--- src/rtl/rf_pkg.sv ---
// Shared constants for the register-file write arbiter.
// RF_ZERO_REG_EN (see rf_write_arbiter) makes register 0 read-only zero.
package rf_pkg;
    localparam int ADDR_W   = 4;
    localparam int NUM_REGS = 1 << ADDR_W;
    localparam int DATA_W   = 16;
    localparam int N_REQ    = 4;
    localparam int PTR_W    = 2;

    localparam int REQ_ALU  = 0;
    localparam int REQ_LOAD = 1;
    localparam int REQ_MOVE = 2;
    localparam int REQ_CSR  = 3;

    function automatic logic [NUM_REGS-1:0] addr_decode(input logic [ADDR_W-1:0] a);
        logic [NUM_REGS-1:0] one;
        one = {{(NUM_REGS-1){1'b0}}, 1'b1};
        return one << a;
    endfunction
endpackage

--- src/rtl/rr_grant_picker.sv ---
// Combinational round-robin picker: first valid requester at or after rr_ptr.
// A stall suppresses every grant.
module rr_grant_picker
    import rf_pkg::*;
(
    input  logic [N_REQ-1:0] req_valid_i,
    input  logic [PTR_W-1:0] rr_ptr_i,
    input  logic             wr_stall_i,
    output logic [N_REQ-1:0] grant_o,
    output logic [PTR_W-1:0] grant_idx_o
);
    logic [PTR_W-1:0] cand;
    logic             found;

    always_comb begin
        grant_o     = '0;
        grant_idx_o = '0;
        found       = 1'b0;
        cand        = '0;
        for (int k = 0; k < N_REQ; k++) begin
            // N_REQ is a power of two, so the pointer add wraps for free.
            cand = rr_ptr_i + PTR_W'(k);
            if (!found && !wr_stall_i && req_valid_i[cand]) begin
                found         = 1'b1;
                grant_o[cand] = 1'b1;
                grant_idx_o   = cand;
            end
        end
    end
endmodule

--- src/rtl/rf_write_arbiter.sv ---
// Round-robin arbiter for the single register-file write port, one-cycle registered output.
// Define RF_ZERO_REG_EN to make register 0 hard-wired zero (writes to it are accepted but dropped).
module rf_write_arbiter
    import rf_pkg::*;
(
    input  logic                    clk,
    input  logic                    rst_n,
    input  logic [N_REQ-1:0]        req_valid,
    input  logic [N_REQ*ADDR_W-1:0] req_addr,
    input  logic [N_REQ*DATA_W-1:0] req_data,
    output logic [N_REQ-1:0]        req_ready,
    input  logic                    wr_stall,
    output logic                    wr_en,
    output logic [ADDR_W-1:0]       wr_addr,
    output logic [NUM_REGS-1:0]     wr_onehot,
    output logic [DATA_W-1:0]       wr_data,
    output logic [7:0]              grant_cnt
);
    logic [N_REQ-1:0]    grant;
    logic [PTR_W-1:0]    grant_idx;
    logic                transfer;
    logic [ADDR_W-1:0]   sel_addr;
    logic [DATA_W-1:0]   sel_data;
    logic                sel_wr;

    logic                wr_en_d,     wr_en_q;
    logic [ADDR_W-1:0]   wr_addr_d,   wr_addr_q;
    logic [NUM_REGS-1:0] wr_onehot_d, wr_onehot_q;
    logic [DATA_W-1:0]   wr_data_d,   wr_data_q;
    logic [7:0]          cnt_d,       cnt_q;
    logic [PTR_W-1:0]    rr_ptr_d,    rr_ptr_q;

    rr_grant_picker u_picker (
        .req_valid_i (req_valid),
        .rr_ptr_i    (rr_ptr_q),
        .wr_stall_i  (wr_stall),
        .grant_o     (grant),
        .grant_idx_o (grant_idx)
    );

    // Ready is masked during reset so no handshake can complete while held.
    assign req_ready = grant & {N_REQ{rst_n}};
    assign transfer  = |req_ready;
    assign sel_addr  = req_addr[grant_idx*ADDR_W +: ADDR_W];
    assign sel_data  = req_data[grant_idx*DATA_W +: DATA_W];

`ifdef RF_ZERO_REG_EN
    assign sel_wr = (sel_addr != '0);
`else
    assign sel_wr = 1'b1;
`endif

    always_comb begin
        wr_en_d     = 1'b0;
        wr_onehot_d = '0;
        wr_addr_d   = wr_addr_q;
        wr_data_d   = wr_data_q;
        cnt_d       = cnt_q;
        rr_ptr_d    = rr_ptr_q;
        if (transfer) begin
            wr_en_d     = sel_wr;
            wr_onehot_d = sel_wr ? addr_decode(sel_addr) : '0;
            wr_addr_d   = sel_addr;
            wr_data_d   = sel_data;
            cnt_d       = cnt_q + 8'd1;
            rr_ptr_d    = grant_idx + PTR_W'(1);
        end
    end

    always_ff @(posedge clk or negedge rst_n) begin
        if (!rst_n) begin
            wr_en_q     <= 1'b0;
            wr_addr_q   <= '0;
            wr_onehot_q <= '0;
            wr_data_q   <= '0;
            cnt_q       <= '0;
            rr_ptr_q    <= '0;
        end else begin
            wr_en_q     <= wr_en_d;
            wr_addr_q   <= wr_addr_d;
            wr_onehot_q <= wr_onehot_d;
            wr_data_q   <= wr_data_d;
            cnt_q       <= cnt_d;
            rr_ptr_q    <= rr_ptr_d;
        end
    end

    assign wr_en     = wr_en_q;
    assign wr_addr   = wr_addr_q;
    assign wr_onehot = wr_onehot_q;
    assign wr_data   = wr_data_q;
    assign grant_cnt = cnt_q;
endmodule

--- config.mk ---
export PLATFORM = sky130hd
export DESIGN_NAME = rf_write_arbiter
export DESIGN_NICKNAME = d
export VERILOG_FILES = /design/src/rtl/rf_pkg.sv /design/src/rtl/rr_grant_picker.sv /design/src/rtl/rf_write_arbiter.sv
export SDC_FILE = /design/constraint.sdc
export NUM_CORES = 1
export LEC_CHECK = 0
export CORE_MARGIN = 3
export CORE_UTILIZATION = 32
export DETAILED_ROUTE_END_ITERATION = 7
export SYNTH_ARGS = -nofsm -noshare
export SYNTH_HDL_FRONTEND = slang
export SYNTH_SLANG_ARGS = --single-unit
--- constraint.sdc ---
create_clock -name clk -period 4.4 [get_ports clk]
set_clock_uncertainty 0.1 [all_clocks]
set_input_delay 0.88 -clock clk [delete_from_list [all_inputs] [get_ports clk]]
set_output_delay 0.88 -clock clk [all_outputs]
set_load 0.01 [all_outputs]
# Word level (Yosys, flattened, before mapping)
# Cells that the tools add are included.
# op_classes
addsub	5
order_cmp	8
n_shift	3
muxes	29
bitwise	4
reduce_logical	16
# op_table
op	n
$shiftx 64x7->16	1
$mux 16	1
$mux 4	4
$shiftx 16x5->4	1
$shl 1x4->16 const A	1
$lt 2x3->1 const B	4
$mux 1	12
$or 4x4->4	3
$logic_and 1x1->1	11
$add 8x1->8 const B	1
$bmux 1 s2	4
$demux 1 s2	4
$ge 2x1->1 const B	4
$mux 2	4
$add 2x1->2 const B	2
$add 2x2->2 const B	2
$and 4x4->4	1
$logic_not 1->1	4
$reduce_or 4->1	1
# word_totals
ff_bits	47
in_bits	87
out_inout_bits	49
word_cells	71

# Logic depth before layout (Yosys ltp)
# Gate-level depths: netlist of run 1.
# logic_depth
ltp_word	19
ltp_mapped	14
ltp_nobuf	9

# Cells and area by module
# Synthesis of run 1 repeated with hierarchy kept, for this count alone.
# hier_totals
cells_unflattened	251
hier_area_um2	2767.7
# by_module_without_submodules
mod	n_inst	cells_each	area_per_inst_um2	seq_area_each_um2
rf_write_arbiter	1	193	2254.7	1176.1
rr_grant_picker	1	58	513.0	0.0

# Least setup slack after synthesis of run 1
# OpenSTA, ideal clock, no wires.
# synth_timing
path_type	in2reg
startpoint	input req_valid[3]
endpoint	register wr_onehot_q[0], in the netlist wr_onehot[0]
setup_time_ns	0.101
t_arrival_ns	3.148
t_required_ns	4.199
setup_slack_ns	1.051
cell_stages	8
n_path_buf	2
cell_sequence	mux4_2 -> buf_2 -> a211o_1 -> a22oi_4 -> mux4_2 -> or2_1 -> buf_2 -> nor4_1
# synth_via
elab_chain_len	19
elab_cells_between_ends	37
classes_between	shift: 2; mux: 20; bitwise: 4; reduce/logical: 11
# synth_lines
item	line_no	text
start, declared	rf_write_arbiter.sv:8	input logic [N_REQ-1:0] req_valid,
$bmux 1 s2	rr_grant_picker.sv:23	if (!found && !wr_stall_i && req_valid_i[cand]) begin
$mux 1 (implied by the code)	rr_grant_picker.sv:23	
$logic_and 1x1->1	rr_grant_picker.sv:23	
$mux 1	rr_grant_picker.sv:23	
$logic_not 1->1	rr_grant_picker.sv:23	
$logic_and 1x1->1 (2 in a row)	rr_grant_picker.sv:23	
$mux 1	rr_grant_picker.sv:23	
$logic_not 1->1	rr_grant_picker.sv:23	
$logic_and 1x1->1 (2 in a row)	rr_grant_picker.sv:23	
$mux 1	rr_grant_picker.sv:23	
$logic_not 1->1	rr_grant_picker.sv:23	
$logic_and 1x1->1 (2 in a row)	rr_grant_picker.sv:23	
$mux 2 or $mux 4 (tied branches)	rr_grant_picker.sv:23	
$shiftx 16x5->4 or $and 4x4->4 (tied branches)	rf_write_arbiter.sv:44, rf_write_arbiter.sv:42	
$shl 1x4->16 or $reduce_or 4->1 (tied branches)	rf_pkg.sv:18, rf_write_arbiter.sv:43	
$mux 16 (*)	rf_write_arbiter.sv:60	if (transfer) begin
net wr_onehot_d[0]	rf_write_arbiter.sv:28	logic [NUM_REGS-1:0] wr_onehot_d, wr_onehot_q;
end signal, assigned	rf_write_arbiter.sv:81	wr_onehot_q <= wr_onehot_d;
end, declared	rf_write_arbiter.sv:28	
# Mark *: on every way through the listed nets, which the timed path passes. The rest lies on a longest branch. The select of a mux whose other input is x is not followed.
# A chain may end at the register's enable or synchronous reset.

# Worst setup path after layout of run 1
# layout_timing
startpoint	input req_valid[3]
endpoint	output req_ready[0]
# layout_via
elab_chain_len	17
elab_cells_between_ends	29
classes_between	mux: 15; bitwise: 4; reduce/logical: 10
# layout_lines
item	line_no	text
$bmux 1 s2	rr_grant_picker.sv:23	
$mux 1 (implied by the code)	rr_grant_picker.sv:23	
$logic_and 1x1->1	rr_grant_picker.sv:23	
$mux 1	rr_grant_picker.sv:23	
$logic_not 1->1	rr_grant_picker.sv:23	
$logic_and 1x1->1 (2 in a row)	rr_grant_picker.sv:23	
$mux 1	rr_grant_picker.sv:23	
$logic_not 1->1	rr_grant_picker.sv:23	
$logic_and 1x1->1 (2 in a row)	rr_grant_picker.sv:23	
$mux 1	rr_grant_picker.sv:23	
$logic_not 1->1	rr_grant_picker.sv:23	
$logic_and 1x1->1 (2 in a row)	rr_grant_picker.sv:23	
$mux 4 (*)	rr_grant_picker.sv:23	
$and 4x4->4 (*)	rf_write_arbiter.sv:42	assign req_ready = grant & {N_REQ{rst_n}};
end, declared	rf_write_arbiter.sv:11	output logic [N_REQ-1:0] req_ready,
# Mark *: on every way between the ends. The rest lies on a longest branch, timed or not. The select of a mux whose other input is x is not followed.

==> tab_implementation.tex, run 1 <==
\begin{tabular}{lr}
\hline
Metric & Value \\
\hline
\multicolumn{2}{l}{\textbf{Setup path}} \\
Largest fanout on the critical path & 13 \\
CP delay by family, top & buffers and inverters \\
Type of destination of the critical path & primary output \\
Worst endpoint required time & 3420 ps \\
Setup CP Type & input port to primary output \\
Stages on worst setup path & 7 \\
Timing endpoint of the critical path & req\_ready[0] \\
Cell-by-cell trace of the critical path & clkdlybuf4s50\_1 -> mux4\_2 -> nand2\_1 -> o21ai\_0 -> a222oi\_1 -> nor2\_1 -> clkdlybuf4s50\_1 \\
RR Startpoint & rr\_ptr\_q[1]\$\_DFFE\_PN0P\_ \\
Number of buffer and inverter instances along the worst setup path & 2 \\
Reg2Reg Depth & 10 \\
CP most frequent cell & sky130\_fd\_sc\_hd\_\_clkdlybuf4s50\_1 \\
Arrival time at the worst endpoint & 3300 ps \\
R2r endpoint & wr\_onehot[9]\$\_DFF\_PN0\_ \\
Delay of the slowest critical-path stage & 690 ps \\
Startpoint of the most critical setup path & req\_valid[3] \\
Slowest stage cell on the critical path & sky130\_fd\_sc\_hd\_\_mux4\_2 \\
Flop2flop setup slack & 840 ps \\
Startpoint type of the worst setup path & input port \\
\multicolumn{2}{l}{\textbf{Final layout}} \\
Layout area overhead & 52.35\% \\
Share of layout cells above drive strength 1 & 12.69\% \\
Final Instance Count excl. Fillers & 510 \\
Commonest non-fill, non-tap cell in the layout & sky130\_fd\_sc\_hd\_\_clkdlybuf4s50\_1 \\
Antenna fix cells & 0 \\
Most used cells in the layout excluding fill and tap cells & sky130\_fd\_sc\_hd\_\_clkdlybuf4s50\_1, sky130\_fd\_sc\_hd\_\_dfrtp\_1, sky130\_fd\_sc\_hd\_\_mux2i\_1 \\
Nets & 497 \\
\multicolumn{2}{l}{\textbf{Route}} \\
Via Count & 2,511 \\
Residual DRC count & 0 \\
Drt via density & 4.924 \\
Total length of routed wires & 8.002 mm \\
Number of routed nets with antenna violations & 0 \\
Drt pass-1 iters & 5 \\
Iteration-0 DRC Markers & 95 \\
Post-DR wirelength/cell & 15.69 µm \\
\multicolumn{2}{l}{\textbf{Logic synthesis}} \\
Average cell area after synthesis & 10.88 µm² \\
Cell taking the most area after synthesis & sky130\_fd\_sc\_hd\_\_dfrtp\_1 \\
Number of nets in the synthesized netlist & 365 \\
Count of mapped cells out of synthesis & 269 \\
Yosys warnings & 0 \\
Cell Area, Synth & 2928 µm² \\
Area fraction of the dominant cell type after synthesis & 40.17\% \\
Top cells by area in the synthesized netlist & sky130\_fd\_sc\_hd\_\_dfrtp\_1, sky130\_fd\_sc\_hd\_\_mux2i\_1, sky130\_fd\_sc\_hd\_\_mux2\_2 \\
Seq/Total Area, Yosys & 40.17\% \\
Cell variety after synth & 39 \\
Total of flip-flops plus latches after synthesis & 47 \\
\multicolumn{2}{l}{\textbf{Place}} \\
DP Wirelength & 6.237 mm \\
Placed Cells & 502 \\
Worst Setup Slack post-DPL & 125.7 ps \\
Gp weighted congestion & 0.8140 \\
Number of I/O port buffers & 135 \\
\multicolumn{2}{l}{\textbf{Floorplanning}} \\
Die height & 101.7 µm \\
I/O pin count & 136 \\
Overall die width & 101.7 µm \\
Core region area & 8806 µm² \\
Die area & 10,330 µm² \\
Cell row count & 34 \\
Initial Util & 33.25\% \\
\multicolumn{2}{l}{\textbf{Global routing}} \\
Maximum number of pins on one net before global-route repair & 48 \\
Total Routing Usage GR & 15.81\% \\
Number of global-route vias before repair & 2,589 \\
Initial antenna violation count & 0 \\
Global-route congestion overflow total & 0 \\
Wire length of the first global-routing pass & 12.96 mm \\
\multicolumn{2}{l}{\textbf{Timing}} \\
Setup violations, final & 0 \\
Max Freq & 233.6 MHz \\
Final TNS setup & 0 ps \\
Worst setup slack after layout & 118.4 ps \\
Unrepaired setup endpoints after global routing & no \\
Number of max-slew violations in the final report & 0 \\
Worst slew margin & 54.11\% \\
Hold violation count in the final report & 0 \\
Final worst path period need & 4282 ps \\
Fraction of the cycle the final worst path needs & 97.31\% \\
Measured slew at the worst slew-check pin & 669.2 ps \\
\multicolumn{2}{l}{\textbf{Clock tree}} \\
CTS tree & built \\
Source-to-sink clock delay at the later pin of the worst-skew pair & 300 ps \\
H-tree levels & 2 \\
Hold-fix buffers at CTS & 0 \\
Buffers from clock root to sink, at most & 2 \\
Clock Pin Slew Worst Setup and Hold Paths & 90 ps \\
Total setup buffers inserted after CTS & 0 \\
Number of clock sinks seen by CTS & 47 \\
Cell at the root of the clock tree & sky130\_fd\_sc\_hd\_\_clkbuf\_8 \\
Clock buffers created by TritonCTS & 5 \\
\multicolumn{2}{l}{\textbf{Run}} \\
Number of maximum-capacitance violations & 0 \\
\multicolumn{2}{l}{\textbf{Min path}} \\
Worst hold path type & register to register \\
\multicolumn{2}{l}{\textbf{Power}} \\
Worst supply voltage drop on vdd & 330.6 µV \\
Power consumption & 2718 µW \\
Leakage power figure & 0.001901 µW \\
Total power density per cell area & 609.4 nW/µm² \\
\multicolumn{2}{l}{\textbf{Outcome}} \\
Outcome & completed \\
\hline
\end{tabular}
[kinds of logic after synthesis]
logic type               count (synthesis)  share of synthesized area, %
AND/OR/NAND/NOR                         73                         12.78
multiplexers                            71                         27.44
flip-flops                              47                         40.17
AO/OA/AOI/OAI                           38                         8.547
buffers and inverters                   23                         4.829
adder cells (fa/ha/maj)                  9                         3.846
XOR/XNOR                                 8                         2.393
[metrics by stage]
step                util [%]  hold WS [ps]  instance area, µm²
global placement       49.39         359.9                4349
global route           50.65         389.0                4461
finish                 50.65         369.5                4461
detailed placement     49.39         363.8                4349
CTS                    50.51         376.1                4448
floorplan                  -         403.9                2928
[worst min path at each step]
stage / startpoint / cells past startpoint / slack [ps] / to
global placement: grant_cnt[7]$_DFFE_PN0P_ / 1 / 360 / grant_cnt[7]$_DFFE_PN0P_
floorplan: grant_cnt[7]$_DFFE_PN0P_ / 1 / 400 / grant_cnt[7]$_DFFE_PN0P_
finish: grant_cnt[7]$_DFFE_PN0P_ / 1 / 370 / grant_cnt[7]$_DFFE_PN0P_
detailed placement: grant_cnt[7]$_DFFE_PN0P_ / 1 / 360 / grant_cnt[7]$_DFFE_PN0P_
CTS: grant_cnt[7]$_DFFE_PN0P_ / 1 / 380 / grant_cnt[7]$_DFFE_PN0P_
global route: grant_cnt[7]$_DFFE_PN0P_ / 1 / 390 / grant_cnt[7]$_DFFE_PN0P_
[power by group]
| group | internal, µW | switching [µW] | leakage (µW) | total, µW |
|---|---|---|---|---|
| registers | 578 | 99.8 | 0.000609 | 677 |
| clock network | 128 | 151 | 0.0000474 | 279 |
| logic | 871 | 891 | 0.00125 | 1760 |
| total | 1580 | 1140 | 0.00190 | 2720 |
[final cells by class]
type                            count  area, µm²
Inverter                            5      18.77
Timing Repair Buffer              143       1406
Tap cell                          108      135.1
Fill cell                         827       4345
Clock buffer                        6      82.58
Sequential cell                    47       1177
Clock inverter                      2      16.27
Multi-Input combinational cell    199       1624
[state kept, by name, summed over array words and instances (netlist names)]
| signal | cells |
|---|---|
| wr_data | 16 |
| grant_cnt | 8 |
| wr_addr | 4 |
| wr_en | 1 |
| rr_ptr_q | 2 |
| wr_onehot | 16 |
[synthesized netlist by cell type]
library cell	n
sky130_fd_sc_hd__a211o_1	1
sky130_fd_sc_hd__a21o_1	1
sky130_fd_sc_hd__a21oi_1	3
sky130_fd_sc_hd__a222oi_1	4
sky130_fd_sc_hd__a22oi_1	1
sky130_fd_sc_hd__a22oi_4	1
sky130_fd_sc_hd__a41o_1	1
sky130_fd_sc_hd__and3_1	1
sky130_fd_sc_hd__buf_2	8
sky130_fd_sc_hd__buf_4	1
sky130_fd_sc_hd__buf_6	4
sky130_fd_sc_hd__buf_8	1
sky130_fd_sc_hd__clkbuf_1	4
sky130_fd_sc_hd__dfrtp_1	47
sky130_fd_sc_hd__ha_1	9
sky130_fd_sc_hd__inv_1	5
sky130_fd_sc_hd__mux2_2	20
sky130_fd_sc_hd__mux2_4	1
sky130_fd_sc_hd__mux2i_1	45
sky130_fd_sc_hd__mux4_2	5
sky130_fd_sc_hd__nand2_1	33
sky130_fd_sc_hd__nand2b_1	2
sky130_fd_sc_hd__nand2b_4	1
sky130_fd_sc_hd__nand3_1	3
sky130_fd_sc_hd__nand3b_1	1
sky130_fd_sc_hd__nand4_1	1
sky130_fd_sc_hd__nor2_1	8
sky130_fd_sc_hd__nor2b_1	1
sky130_fd_sc_hd__nor3_1	2
sky130_fd_sc_hd__nor3_4	1
sky130_fd_sc_hd__nor3b_1	1
sky130_fd_sc_hd__nor3b_2	1
sky130_fd_sc_hd__nor4_1	16
sky130_fd_sc_hd__o211ai_1	2
sky130_fd_sc_hd__o21ai_0	23
sky130_fd_sc_hd__o32a_1	1
sky130_fd_sc_hd__or2_1	1
sky130_fd_sc_hd__xnor2_1	2
sky130_fd_sc_hd__xor2_1	6
[what timing repair did]
item                                    4_1_cts  5_1_grt
endpoints found under the setup margin        0        4
endpoints found under the hold margin         0        0
gates resized for setup                       0        3
[routing by layer]
| metal | track usage (%) | vias to the layer above | part of all wire, % |
|---|---|---|---|
| met3 | 4.821 | 3 | 7.3 |
| met4 | 2.761 | 0 | 0.37 |
| met2 | 27.77 | 83 | 51 |
| li1 | - | 1248 | - |
| met1 | 19.36 | 1177 | 41 |
| met5 | 0 | - | 0 |
Note: power is estimated with default switching activity, not from simulation.
==> run 2: changes to the inputs <==
CELL_PAD_IN_SITES_DETAIL_PLACEMENT = 0   (was unset)
CELL_PAD_IN_SITES_GLOBAL_PLACEMENT = 1   (was unset)
CORE_UTILIZATION = 31   (was 32)
PLACE_DENSITY_LB_ADDON = 0.1   (was unset)
==> run 2 against run 1 <==
Against the previous run:
- global-route usage shrank 0.46 points
- final cell count rose by 0.20%
- combinational power is essentially flat
- flip-flop and latch count is the same
- clock power rose by 38%
- register-to-register slack improved by 90 ps
- sequential share of layout area down 0.39 points
- via count up 0.96%
- fmax is essentially flat
- hold slack better by 1.5 ps
==> tab_implementation.tex, run 2 (same netlist as run 1, synthesis figures left out) <==
\begin{tabular}{lr}
\hline
Metric & Value \\
\hline
\multicolumn{2}{l}{\textbf{Outcome}} \\
Outcome & completed \\
\multicolumn{2}{l}{\textbf{Route}} \\
Residual DRC count & 0 (unchanged) \\
Drt via density & 4.961 (+0.76\%) \\
Number of routed nets with antenna violations & 0 (unchanged) \\
Iteration-0 DRC Markers & 82 (-14\%) \\
Post-DR wirelength/cell & 15.74 µm (+0.32\%) \\
Total length of routed wires & 8.043 mm (+0.51\%) \\
Drt pass-1 iters & 8 (+3) \\
Via Count & 2,535 (+0.96\%) \\
\multicolumn{2}{l}{\textbf{Final layout}} \\
Antenna fix cells & 0 (unchanged) \\
Commonest non-fill, non-tap cell in the layout & sky130\_fd\_sc\_hd\_\_clkdlybuf4s50\_1 \\
Share of layout cells above drive strength 1 & 12.66\% (-0.031 points) \\
Final Instance Count excl. Fillers & 511 (+0.20\%) \\
Nets & 498 (+0.20\%) \\
Most used cells in the layout excluding fill and tap cells & sky130\_fd\_sc\_hd\_\_clkdlybuf4s50\_1, sky130\_fd\_sc\_hd\_\_dfrtp\_1, sky130\_fd\_sc\_hd\_\_mux2i\_1 \\
Core Util, Final & 50.67\% (about the same) \\
Layout area overhead & 54.62\% \\
\multicolumn{2}{l}{\textbf{Floorplanning}} \\
Core region area & 8934 µm² (+1.4\%) \\
I/O pin count & 136 (unchanged) \\
Overall die width & 103.2 µm (+1.5\%) \\
Initial Util & 32.77\% (-0.47 points) \\
Die height & 103.2 µm (+1.5\%) \\
Cell row count & 34 (unchanged) \\
Die area & 10,650 µm² (+3.0\%) \\
\multicolumn{2}{l}{\textbf{Clock tree}} \\
Clock buffers created by TritonCTS & 5 (unchanged) \\
Number of clock sinks seen by CTS & 47 (unchanged) \\
CTS tree & built \\
Hold-fix buffers at CTS & 0 (unchanged) \\
Buffers from clock root to sink, at most & 2 (unchanged) \\
Source-to-sink clock delay at the later pin of the worst-skew pair & 300 ps (about the same) \\
Clock Pin Slew Worst Setup and Hold Paths & 100 ps (about the same) \\
Cell at the root of the clock tree & sky130\_fd\_sc\_hd\_\_clkbuf\_8 \\
H-tree levels & 2 (unchanged) \\
\multicolumn{2}{l}{\textbf{Setup path}} \\
Worst endpoint required time & 3420 ps (about the same) \\
Slowest stage cell on the critical path & sky130\_fd\_sc\_hd\_\_clkdlybuf4s50\_1 \\
Largest fanout on the critical path & 8 (-5) \\
Cell-by-cell trace of the critical path & clkdlybuf4s50\_1 -> mux4\_2 -> nand2b\_4 -> nor3\_4 -> a222oi\_1 -> nor2\_1 -> clkdlybuf4s50\_1 \\
CP most frequent cell & sky130\_fd\_sc\_hd\_\_clkdlybuf4s50\_1 \\
Flop2flop setup slack & 930 ps (+90 ps) \\
Setup CP Type & input port to primary output \\
Delay of the slowest critical-path stage & 540 ps (-150 ps) \\
Reg2Reg Depth & 10 (unchanged) \\
CP delay by family, top & buffers and inverters \\
R2r endpoint & wr\_data[15]\$\_DFFE\_PN0P\_ \\
Startpoint type of the worst setup path & input port \\
RR Startpoint & rr\_ptr\_q[1]\$\_DFFE\_PN0P\_ \\
Type of destination of the critical path & primary output \\
Arrival time at the worst endpoint & 3300 ps (about the same) \\
Number of buffer and inverter instances along the worst setup path & 2 (unchanged) \\
\multicolumn{2}{l}{\textbf{Global routing}} \\
Total Routing Usage GR & 15.35\% (-0.46 points) \\
Initial antenna violation count & 0 (unchanged) \\
Wire length of the first global-routing pass & 12.77 mm (-1.5\%) \\
Highest-utilization routing layer at the global route stage & met2 \\
Global-route congestion overflow total & 0 (unchanged) \\
Number of global-route vias before repair & 2,592 (+0.12\%) \\
Global-route track usage on met1 & 19.80\% (+0.44 points) \\
Global-route track usage on met3 & 5.097\% (+0.28 points) \\
Maximum number of pins on one net before global-route repair & 48 (unchanged) \\
Global-route met2 utilization & 25.21\% (-2.6 points) \\
\multicolumn{2}{l}{\textbf{Timing}} \\
Hold violation count in the final report & 0 (unchanged) \\
Setup violations, final & 0 (unchanged) \\
Fraction of the cycle the final worst path needs & 97.25\% (about the same) \\
Max Freq & 233.7 MHz (about the same) \\
Number of max-slew violations in the final report & 0 (unchanged) \\
Worst hold slack & 371.0 ps (+1.510 ps) \\
Worst slew margin & 50.28\% (-3.8 points) \\
Measured slew at the worst slew-check pin & 725.0 ps (+55.85 ps) \\
Final worst path period need & 4279 ps (-2.400 ps) \\
\multicolumn{2}{l}{\textbf{Place}} \\
Placed Cells & 502 (unchanged) \\
Number of I/O port buffers & 135 (unchanged) \\
DP Wirelength & 6.195 mm (-0.68\%) \\
Gp weighted congestion & 0.8015 (-1.5\%) \\
\multicolumn{2}{l}{\textbf{Min path}} \\
Launch point of the worst hold path & grant\_cnt[7]\$\_DFFE\_PN0P\_ \\
End point of the worst hold path & grant\_cnt[7]\$\_DFFE\_PN0P\_ \\
Depth of the worst hold-timing path & 1 (unchanged) \\
Worst hold path type & register to register \\
\multicolumn{2}{l}{\textbf{Power}} \\
Worst supply voltage drop on vdd & 211.3 µV (-36\%) \\
Leakage power figure & 0.001949 µW (+2.5\%) \\
Total power density per cell area & 627.1 nW/µm² (+2.9\%) \\
Power consumption & 2839 µW (+4.4\%) \\
\multicolumn{2}{l}{\textbf{Run}} \\
Number of maximum-capacitance violations & 0 (unchanged) \\
\hline
\end{tabular}
## run 2: changes by cell type in the layout (fill, tap and decap cells not counted), sizes merged
cell           previous run  this run
dlymetal6s2s              0         2
mux4                      5         6
inv                       5         6
clkdlybuf4s50           134       132
clkbuf                    6         5
clkinv                    1         0
bufinv                    0         2
clkinvlp                  1         0
## run 2: layout make-up
class / instances / area [µm²]
Clock buffer: 5 / 68.82
Sequential cell: 47 / 1177
Timing Repair Buffer: 143 / 1411
Inverter: 5 / 18.77
Multi-Input combinational cell: 200 / 1644
Fill cell: 840 / 4407
Clock inverter: 3 / 71.32
Tap cell: 108 / 135.1
## run 2: through the flow
stage                     TNS (ps)  worst slack (ps)  cell area (µm²)
final                            0             120.8             4527
after floorplan                  0              1051             2928
after global placement           0             170.5             4349
after global routing        -16.68            -11.37             4527
after detailed placement         0             107.4             4349
after CTS                        0             109.8             4489
## run 2: worst register-to-register path: cells and delay by family (launching register included)
| kind | cells | cell delay, ps |
|---|---|---|
| adders and majority gates | 1 | 510 |
| muxes | 3 | 730 |
| buffers and inverters | 2 | 620 |
| AOI/OAI and AO/OA | 2 | 540 |
| DFF | 1 | 500 |
| and+or+nand+nor | 2 | 390 |
## run 2: routing by layer
metal	wire [µm]	vias to the layer above
li1	-	1252
met1	3381	1174
met2	3942	105
met3	661	4
met4	58	0
met5	0	-
## run 2: how the worst max path moves through the flow
stage                     slack (ps)  depth (start not counted)                     end         start
after floorplan                 1050                          8  wr_onehot[0]$_DFF_PN0_  req_valid[3]
after global placement           170                          6            req_ready[1]  req_valid[3]
after detailed placement         110                          6            req_ready[3]  req_valid[3]
after CTS                        110                          7            req_ready[0]  req_valid[3]
after global routing             -10                          7            req_ready[1]  req_valid[0]
final                            120                          7            req_ready[3]  req_valid[0]
## run 2: what timing repair did
item                                    in CTS  in global routing
buffers inserted                             0                  0
endpoints found under the setup margin       0                  4
endpoints found under the hold margin        0                  0
resized for setup                            0                  4
## run 2: power by group
| group | switching, µW | total (µW) | leakage, µW | internal [µW] |
|---|---|---|---|---|
| sequential | 102 | 680 | 0.000609 | 578 |
| combinational | 895 | 1780 | 0.00127 | 880 |
| clock | 153 | 384 | 0.0000703 | 231 |
| total | 1150 | 2840 | 0.00195 | 1690 |
==> run 3: changes to the inputs <==
SLEW_MARGIN = 0   (was unset)
==> results of run 3 <==
Same layout as run 2: the final DEF is identical, and so are final timing and power.
